--- src/rtl/pipeline_ctrl.sv ---
// pipeline_ctrl: per-latch enable/flush sequencer for the 5-stage pipeline.
// Optional PIPE_PERF_EN adds saturating stall/flush counters.
module pipeline_ctrl #(
  parameter int REGW = 5
`ifdef PIPE_PERF_EN
  ,
  parameter int CNT_W = 32
`endif
) (
  input  logic            CLK,
  input  logic            RST,
  input  logic            ihit,
  input  logic            dhit,
  input  logic            exmem_dmemREN,
  input  logic            exmem_dmemWEN,
  input  logic            exmem_hlt,
  input  logic            idex_dmemREN,
  input  logic [REGW-1:0] idex_wsel,
  input  logic [REGW-1:0] ifid_rs,
  input  logic [REGW-1:0] ifid_rt,
  input  logic            branch_taken,
  output logic            pc_en,
  output logic            ifid_en,
  output logic            idex_en,
  output logic            exmem_en,
  output logic            memwb_en,
  output logic            ifid_flush,
  output logic            idex_flush,
  output logic            exmem_flush,
  output logic            memwb_flush,
  output logic            imemREN,
  output logic            halt,
  output logic [1:0]      state
`ifdef PIPE_PERF_EN
  ,
  output logic [CNT_W-1:0] stall_cnt,
  output logic [CNT_W-1:0] flush_cnt
`endif
);

  typedef enum logic [1:0] {
    S_RUN     = 2'd0,
    S_MEMWAIT = 2'd1,
    S_HALTED  = 2'd2
  } state_t;

  state_t r_state;
  state_t w_next;
  logic   r_ihit_seen;

  logic w_memop;
  logic w_freeze;
  logic w_fetch_ok;
  logic w_lu;

  assign w_memop    = exmem_dmemREN | exmem_dmemWEN;
  assign w_freeze   = w_memop & ~dhit;
  assign w_fetch_ok = ihit | r_ihit_seen;
  assign w_lu       = idex_dmemREN
                    & (idex_wsel != '0)
                    & ((idex_wsel == ifid_rs)
                     | (idex_wsel == ifid_rt));

  assign state = r_state;

  // State register; reset aborts any outstanding data access.
  always_ff @(posedge CLK or posedge RST) begin
    if (RST) r_state <= S_RUN;
    else     r_state <= w_next;
  end

  // Remember a fetch that completed while the PC was held.
  always_ff @(posedge CLK or posedge RST) begin
    if (RST)       r_ihit_seen <= 1'b0;
    else if (pc_en) r_ihit_seen <= 1'b0;
    else if (ihit)  r_ihit_seen <= 1'b1;
  end

  // Next state and latch controls, highest-priority condition first.
  always_comb begin
    w_next      = r_state;
    pc_en       = 1'b0;
    ifid_en     = 1'b0;
    idex_en     = 1'b0;
    exmem_en    = 1'b0;
    memwb_en    = 1'b0;
    ifid_flush  = 1'b0;
    idex_flush  = 1'b0;
    exmem_flush = 1'b0;
    memwb_flush = 1'b0;
    imemREN     = 1'b0;
    halt        = 1'b0;
    if (RST) begin
      imemREN = 1'b1;
    end else begin
      unique case (r_state)
        S_RUN, S_MEMWAIT: begin
          imemREN = 1'b1;
          if (w_freeze) begin
            memwb_en    = 1'b1;
            memwb_flush = 1'b1;
            w_next      = S_MEMWAIT;
          end else if (exmem_hlt && r_state == S_RUN) begin
            memwb_en = 1'b1;
            w_next   = S_HALTED;
          end else begin
            w_next   = S_RUN;
            idex_en  = 1'b1;
            exmem_en = 1'b1;
            memwb_en = 1'b1;
            if (branch_taken) begin
              pc_en      = 1'b1;
              ifid_en    = 1'b1;
              ifid_flush = 1'b1;
              idex_flush = 1'b1;
            end else if (w_lu) begin
              idex_flush = 1'b1;
            end else if (!w_fetch_ok) begin
              ifid_en    = 1'b1;
              ifid_flush = 1'b1;
            end else begin
              pc_en   = 1'b1;
              ifid_en = 1'b1;
            end
          end
        end
        S_HALTED: begin
          halt = 1'b1;
        end
        default: begin
          w_next = S_RUN;
        end
      endcase
    end
  end

`ifdef PIPE_PERF_EN
  logic             w_stall_inc;
  logic             w_flush_inc;
  logic [CNT_W-1:0] r_stall_cnt;
  logic [CNT_W-1:0] r_flush_cnt;

  assign w_stall_inc = (r_state != S_HALTED) & ~pc_en;
  assign w_flush_inc = (r_state != S_HALTED)
                     & branch_taken & ~w_freeze;

  assign stall_cnt = r_stall_cnt;
  assign flush_cnt = r_flush_cnt;

  // Saturating stall counter, frozen once halted.
  always_ff @(posedge CLK or posedge RST) begin
    if (RST)
      r_stall_cnt <= '0;
    else if (w_stall_inc && r_stall_cnt != '1)
      r_stall_cnt <= r_stall_cnt + CNT_W'(1);
  end

  // Saturating redirect-flush counter, frozen once halted.
  always_ff @(posedge CLK or posedge RST) begin
    if (RST)
      r_flush_cnt <= '0;
    else if (w_flush_inc && r_flush_cnt != '1)
      r_flush_cnt <= r_flush_cnt + CNT_W'(1);
  end
`endif

endmodule
--- config.mk ---
export PLATFORM = sky130hd
export DESIGN_NAME = pipeline_ctrl
export DESIGN_NICKNAME = d
export VERILOG_FILES = /design/src/rtl/pipeline_ctrl.sv
export SDC_FILE = /design/constraint.sdc
export NUM_CORES = 1
export LEC_CHECK = 0
export BUFFER_PORTS_ARGS = -buffer_cell sky130_fd_sc_hd__buf_2
export CORE_AREA = 4 4 41 43
export CTS_BUF_LIST = sky130_fd_sc_hd__clkbuf_2
export DETAILED_ROUTE_END_ITERATION = 16
export DIE_AREA = 0 0 45 47
export PLACE_DENSITY_LB_ADDON = 0.08
export SLEW_MARGIN = 20
export SYNTH_ARGS = -nofsm -noshare
export SYNTH_HDL_FRONTEND = slang
export SYNTH_SLANG_ARGS = --single-unit
--- constraint.sdc ---
create_clock -name CLK -period 1.18 [get_ports CLK]
set_input_delay 0.059 -clock CLK [delete_from_list [all_inputs] [get_ports CLK]]
set_output_delay 0.059 -clock CLK [all_outputs]
set_load 0.02 [all_outputs]
After elaboration in Yosys (flattened, before gate mapping)
Cells that the tools add are included.
Word-level totals
  register bits: 3
  input port bits: 24
  word-level logic and storage cells: 64
Cells by class
  equal/unequal tests: 4
  muxes and demuxes: 43
  bitwise operators: 9
  reduce and logical (&&, ||, !) cells: 6
Operators by type and width (count)
  $mux W1: 40
  $eq A5 B5 Y1: 2
  $reduce_bool A5 Y1: 1
  $mux W2: 2
  $pmux W2 S2: 1
  $and A1 B1 Y1: 3
  $not A1 Y1: 3
  $or A1 B1 Y1: 3
  $eq A2 B1 Y1 const B: 1
  $eq A2 B2 Y1 const B: 1
  $logic_not A2 Y1: 1
  $reduce_and A2 Y1: 1
  $reduce_bool A2 Y1: 1
  $reduce_or A2 Y1: 1
  $logic_and A1 B1 Y1: 1

Logic depth before layout (Yosys ltp)
Gate-level depths: netlist of the first run.
  word-level depth: 10
  gate-level depth with buffers: 5
  gate-level depth less buffers: 5

Least setup slack after synthesis of the first run
OpenSTA, ideal clock, no wires.
  kind: flip-flop to output port
  start point: register r_state[1] (netlist: state[1])
  end point: output port ifid_flush
  arrival time: 1741 ps
  required time: 1121 ps
  path slack: -620 ps
  cell stages (with the launch flop): 6
  path buffers: 0
  cell sequence: dfrtp_1 -> nor2_1 -> nand3_1 -> inv_1 -> o21ai_0 -> a21oi_1
On the way
  cells in the longest elaborated chain, start to end: 6
Ends and longest elaborated chain
  start: declaration: RTL line 47  | state_t r_state;
  start signal: assignment: RTL line 69  | else r_state <= w_next;
  $logic_not A2 Y1: RTL line 96, 103
  $logic_and A1 B1 Y1: RTL line 103  | end else if (exmem_hlt && r_state == S_RUN) begin
  $mux W1: RTL line 103
  $mux W1: RTL line 99  | if (w_freeze) begin
  $mux W1 *: RTL line 96  | unique case (r_state)
  $mux W1 *: RTL line 93  | if (RST) begin
  end: declaration: RTL line 27  | output logic ifid_flush,
Mark *: on every way between the ends. The rest lies on a longest branch, timed or not.

Worst setup path in the final report of the first run
  start point: input port idex_wsel[2]
  end point: output port idex_flush
On the way
  cells in the longest elaborated chain, start to end: 9
Ends and longest elaborated chain
  start: declaration: RTL line 18  | input logic [REGW-1:0] idex_wsel,
  $eq A5 B5 Y1, or another cell as far along: RTL line 61  | & ((idex_wsel == ifid_rs)
  $or A1 B1 Y1 / $and A1 B1 Y1 (equally long branches): RTL line 62, 60
  $and A1 B1 Y1 *: RTL line 61
  $mux W1 *: RTL line 116  | end else if (w_lu) begin
  $mux W1 *: RTL line 111  | if (branch_taken) begin
  $mux W1 *: RTL line 103
  $mux W1 *: RTL line 99
  $mux W1 *: RTL line 96
  $mux W1 *: RTL line 93
  end: declaration: RTL line 28  | output logic idex_flush,
Marks and branches as above.

==> metrics.log, run 1 <==
INFO  metric critPathLaunchType = input port
INFO  metric io-pin-count = 37
INFO  metric critical_path.cell_chain = buf_2, or4_4, o21ai_4, nor2_2, a22o_4, buf_6
INFO  metric synth_cell_types = 21
INFO  metric initial_antenna_violation_count = 0
INFO  metric gr-usage-all-layers = 0.138
INFO  metric synth_async_sr_flop_share = 1.00
INFO  metric post-route-worst-setup-slack = -0.171 ns
INFO  metric wl_per_cell = 11.5 µm
INFO  metric crit_arrival = 1.29 ns
INFO  metric synth-seq-cells = 3
INFO  metric total_leakage_power = 0.387 nW
INFO  metric timing.max_cap.violations = 0
INFO  metric finalClockSkew = 0.00194 ns
INFO  metric max_stage_delay = 0.52 ns
INFO  metric period_needed = 1.35 ns
INFO  metric setup_repair_after_global_routing_missed_its_margin = true
INFO  metric report.final.setup_viol = 6
INFO  metric hold_viol_final = 0
INFO  metric insertion_delay = 0.20 ns
INFO  metric post-place-ws = -0.215 ns
INFO  metric post_synth_inst_count = 46
INFO  metric routed-via-count = 510
INFO  metric vias_per_cell = 4.59
INFO  metric netlist_area = 344 µm²
INFO  metric maximum_number_of_pins_on_one_net_before_global_route_repair = 6
INFO  metric commonest_cells_in_the_netlist = xnor2_1, nor2_1, a21oi_1
INFO  metric failed_checks = setup timing
INFO  metric dieHeight = 47 µm
INFO  metric final_area = 816 µm²
INFO  metric cts.root.buffer_cell = clkbuf_2
INFO  metric starting_drc_count_in_detailed_routing = 3
INFO  metric synth_top_area_share = 0.255
INFO  metric drive_above_1_share = 0.708
INFO  metric grt_first_pass_wirelength = 2190 µm
INFO  metric pnr_total_power = 767 µW
INFO  metric dieArea = 2120 µm²
INFO  metric outcome = finished, violations left
INFO  metric htree_levels = 1
INFO  metric drt.antenna.violating_nets = 0
INFO  metric gp_congestion = 0.627
INFO  metric tns = -0.711 ns
INFO  metric slowest_stage = or4_4
INFO  metric fmax = 740 MHz
INFO  metric std_cell_rows = 13
INFO  metric cts_max_path_buffers = 2
INFO  metric synth_fp_nets = 70
INFO  metric final.period_utilization = 1.14
INFO  metric core_region_area = 1300 µm²
INFO  metric antenna_cells = 0
INFO  metric synth-seq-area-share = 0.218
INFO  metric synth_top_flop_cell = dfrtp_1
INFO  metric finalWirelength = 1280 µm
INFO  metric synthTopCellsByArea = xnor2_1, dfrtp_1, a21oi_1
INFO  metric yosys.area.top_type = xnor2_1
INFO  metric clock_pin_slew_on_the_worst_setup_and_hold_paths = 0.05 ns
INFO  metric route.detailed.drc = 0
INFO  metric grt_pass1_vias = 526
INFO  metric synth_enable_flop_cells = 0
INFO  metric start_util = 0.264
INFO  metric min_delay_worst_type = in2reg
INFO  metric tritoncts_clock_tree = yes
INFO  metric worst_setup_path_end_kind = output pin
INFO  metric drt-pass1-iter-count = 2
INFO  metric area_delta_synth_final = 137%
INFO  metric timing.critical_path.fanout_max = 3
INFO  metric port-buffer-count = 35
INFO  metric final_core_util = 0.627
INFO  metric cts_buffers = 3
INFO  metric grt.overflow.total = 0
INFO  metric irDropWorstVdd = 1120 µV
INFO  metric die-width = 45 µm
INFO  metric synth_warnings = 0
INFO  metric syn_avg_cell_area = 7.48 µm²
INFO  metric drv_slew = 0
INFO  metric cellPowerDensity = 940 nW/µm²
INFO  metric dpl.hpwl = 1020 µm
INFO  metric worst_ep_required_time = 1.12 ns
INFO  metric finalNetCount = 121
INFO  metric timing_worst_setup_path_type = in2out
INFO  metric clock_sink_count = 3
INFO  metric synth_most_common_cell = xnor2_1
INFO  metric placed_cell_area = 669 µm²
-- cells in the final DEF, fill, tap and decap left out, types with 2 or more instances in the layout --
master / synthesis / final
nand3_1: 3 / 2
nor2_1: 5 / 2
xnor2_1: 10 / 10
a21oi_4: 0 / 2
dfrtp_1: 3 / 2
buf_4: 2 / 13
nand2_1: 3 / 3
nor2_2: 0 / 2
clkbuf_2: 0 / 4
buf_2: 0 / 26
buf_6: 0 / 8
-- through the flow --
step / hold WS (ns) / cells
4_1_cts: 0.170 / 110
5_1_grt: 0.170 / 111
2_1_floorplan: -0.163 / 46
3_3_place_gp: 0.0159 / 102
6_report: 0.177 / 111
3_5_place_dp: 0.0181 / 102
-- final timing paths --
path | slack, ns | from | depth (start not counted) | to
min in group asynchronous | 0.39 | RST | 3 | state[0]
max in group asynchronous | 0.63 | RST | 3 | state[1]
min reg2reg | 0.56 | state[0] | 2 | state[1]
max | -0.17 | idex_wsel[2] | 6 | idex_flush
min | 0.18 | RST | 2 | state[0]
max reg2reg | 0.04 | state[0] | 6 | r_ihit_seen
-- cell type report --
cell class | instances | area [µm²]
clock buffers | 4 | 20.0
fillers | 135 | 485
inverters | 2 | 12.5
multi-input cells | 39 | 360
flip-flops and latches | 3 | 76.3
well taps | 15 | 18.8
repair buffers | 48 | 328
-- worst max-delay path, delay by kind of cell --
| kind | cells | cell delay, ns |
|---|---|---|
| AO/OA/AOI/OAI | 2 | 0.41 |
| buffers and inverters | 2 | 0.23 |
| AND/OR/NAND/NOR | 2 | 0.58 |
-- cells by family after synthesis --
kind of cell / share of synthesized area
flip-flops: 0.218
buffers and inverters: 0.0654
AO/OA/AOI/OAI: 0.251
AND/OR/NAND/NOR: 0.200
XOR/XNOR: 0.255
other: 0.0109
-- power breakdown --
| group | leakage (nW) | internal (mW) | switching, mW |
|---|---|---|---|
| clock network | 0.0166 | 0.0896 | 0.0531 |
| registers | 0.0330 | 0.129 | 0.0228 |
| logic | 0.338 | 0.223 | 0.249 |
-- flip-flops by register name (all words and copies together) (netlist names) --
register     flops
state            2
r_ihit_seen      1
-- per-layer routing --
metal  up-vias  global-route usage  routed length, µm
met5         -                   0                  0
met4         0                   0                  0
met3         0              0.0498                105
met2        21               0.240                688
met1       230               0.176                485
li1        259                   -                  -
-- repair_timing --
item / CTS / global route
gates resized for setup: 20 / 3
setup endpoints to repair: 7 / 8
endpoints found under the hold margin: 3 / 0
pin swaps: 6 / 1
setup buffers: 3 / 1
hold buffers: 1 / 0
(Power assumes the default switching activity.)
==> inputs of run 2 (changes only) <==
--- a/config.mk
+++ b/config.mk
@@ -15,3 +15,4 @@
 export SYNTH_ARGS = -nofsm -noshare
 export SYNTH_HDL_FRONTEND = slang
 export SYNTH_SLANG_ARGS = --single-unit
+export TNS_END_PERCENT = 50
==> run 2 against run 1 <==
Against the previous run: the flow still finishes with violations (setup timing); non-clock buffer count down 1; flip-flop and latch count unchanged; combinational power fell by 1%; core utilization down 1.2 points; sequential power is essentially flat; clock skew grew 0.0012 ns; critical path type is now reg2out.
==> metrics.log, run 2 (synthesis gave the netlist of run 1 again) <==
INFO  metric timing_worst_setup_path_type = reg2out
INFO  metric start_util = 0.264
INFO  metric final.period_utilization = 1.14
INFO  metric route.detailed.drc = 0
INFO  metric area_delta_synth_final = 132%
INFO  metric drt.antenna.violating_nets = 0
INFO  metric timing.critical_path.fanout_max = 5
INFO  metric initial_antenna_violation_count = 0
INFO  metric starting_drc_count_in_detailed_routing = 0
INFO  metric dieArea = 2120 µm²
INFO  metric tritoncts_clock_tree = yes
INFO  metric final_area = 800 µm²
INFO  metric grt_first_pass_wirelength = 1930 µm
INFO  metric antenna_cells = 0
INFO  metric mostFrequentLayoutCell = buf_2
INFO  metric report.final.setup_viol = 6
INFO  metric clock_sink_count = 3
INFO  metric post-route-worst-setup-slack = -0.160 ns
INFO  metric dpl.hpwl = 927 µm
INFO  metric failed_checks = setup timing
INFO  metric final_core_util = 0.614
INFO  metric routed-via-count = 504
INFO  metric htree_levels = 1
INFO  metric insertion_delay = 0.20 ns
INFO  metric cts.root.buffer_cell = clkbuf_2
INFO  metric setup_repair_after_global_routing_missed_its_margin = true
INFO  metric gp_congestion = 0.696
INFO  metric dieHeight = 47 µm
INFO  metric critPathLaunchType = register
INFO  metric hp-start = RST
INFO  metric worst_setup_path_end_kind = output pin
INFO  metric cts_max_path_buffers = 2
INFO  metric hold_viol_final = 0
INFO  metric maximum_number_of_pins_on_one_net_before_global_route_repair = 6
INFO  metric drt-pass1-iter-count = 1
INFO  metric total_leakage_power = 0.379 nW
INFO  metric drive_above_1_share = 0.695
INFO  metric outcome = finished, violations left
INFO  metric vias_per_cell = 4.58
INFO  metric min_delay_worst_type = in2reg
INFO  metric finalClockSkew = 0.00314 ns
INFO  metric cellPowerDensity = 946 nW/µm²
INFO  metric io-pin-count = 37
INFO  metric timing.max_cap.violations = 0
INFO  metric grt_pass1_vias = 502
INFO  metric irDropWorstVdd = 864 µV
INFO  metric core_region_area = 1300 µm²
INFO  metric critical_path.reg2reg.startpoint = r_ihit_seen
INFO  metric finalWirelength = 1190 µm
INFO  metric drv_slew = 0
INFO  metric period_needed = 1.34 ns
INFO  metric layout_common_cells = buf_2, buf_4, xnor2_1, buf_6, clkbuf_2
INFO  metric worst_ep_required_time = 1.12 ns
INFO  metric fmax = 746 MHz
INFO  metric die-width = 45 µm
INFO  metric crit_arrival = 1.28 ns
INFO  metric grt.overflow.total = 0
INFO  metric clock_pin_slew_on_the_worst_setup_and_hold_paths = 0.04 ns
INFO  metric gr-usage-all-layers = 0.123
INFO  metric wl_per_cell = 10.8 µm
INFO  metric largest_register_ff_count = 2
INFO  metric cts_buffers = 3
INFO  metric finalNetCount = 120
INFO  metric port-buffer-count = 35
INFO  metric std_cell_rows = 13
INFO  metric critical_path.startpoint = state[0]
INFO  metric placed_cell_area = 662 µm²
-- run 2: path summary, 6_finish.rpt --
path	to	slack [ns]	depth (start not counted)
max	idex_flush	-0.16	5
min	state[0]	0.18	2
max reg2reg	r_ihit_seen	0.24	3
min reg2reg	state[1]	0.56	2
max in group asynchronous	state[1]	0.63	3
min in group asynchronous	r_ihit_seen	0.39	3
-- run 2: cell type report --
cell class	count	area, µm²
clock buffer	4	20.0
sequential	3	76.3
multi-input combinational	39	354
inverter	2	12.5
fill	123	502
tap	15	18.8
timing repair buffer	47	318
-- run 2: power breakdown --
part,internal [mW],switching (mW),total (mW)
registers,0.130,0.0222,0.152
logic,0.220,0.244,0.465
clock network,0.0894,0.0506,0.140
total,0.439,0.317,0.757
-- run 2: timing repair --
item                                   in CTS  in global routing
hold buffers                                1                  0
setup endpoints to repair                   7                  7
endpoints found under the hold margin       3                  0
pin swaps                                   6                  2
gates resized for setup                    22                  1
setup buffers                               1                  2
-- run 2: critical path, stage by stage, from the launching register on --
cell and delay, ns:
dfrtp_1 0.37, nand2b_4 0.15, nand3_4 0.10, clkinv_4 0.09, a22o_4 0.25, buf_6 0.13
-- run 2: through the flow --
stage / instances / hold WS, ns / power (mW) / setup WS [ns] / setup TNS [ns]
2_1_floorplan: 46 / -0.163 / 0.385 / -0.0677 / -0.198
4_1_cts: 108 / 0.165 / 0.752 / -0.175 / -0.761
6_report: 110 / 0.180 / 0.757 / -0.160 / -0.859
5_1_grt: 110 / 0.175 / 0.825 / -0.245 / -1.38
3_5_place_dp: 102 / 0.00868 / 0.550 / -0.227 / -0.905
3_3_place_gp: 102 / 0.0130 / 0.552 / -0.206 / -0.817
-- run 2: layer usage --
| layer | track usage | vias up | share of wire |
|---|---|---|---|
| met5 | 0 | - | 0 |
| met4 | 0.0175 | 0 | 0 |
| met3 | 0.0460 | 0 | 0.082 |
| met2 | 0.223 | 24 | 0.53 |
| met1 | 0.142 | 223 | 0.39 |
| li1 | - | 257 | - |
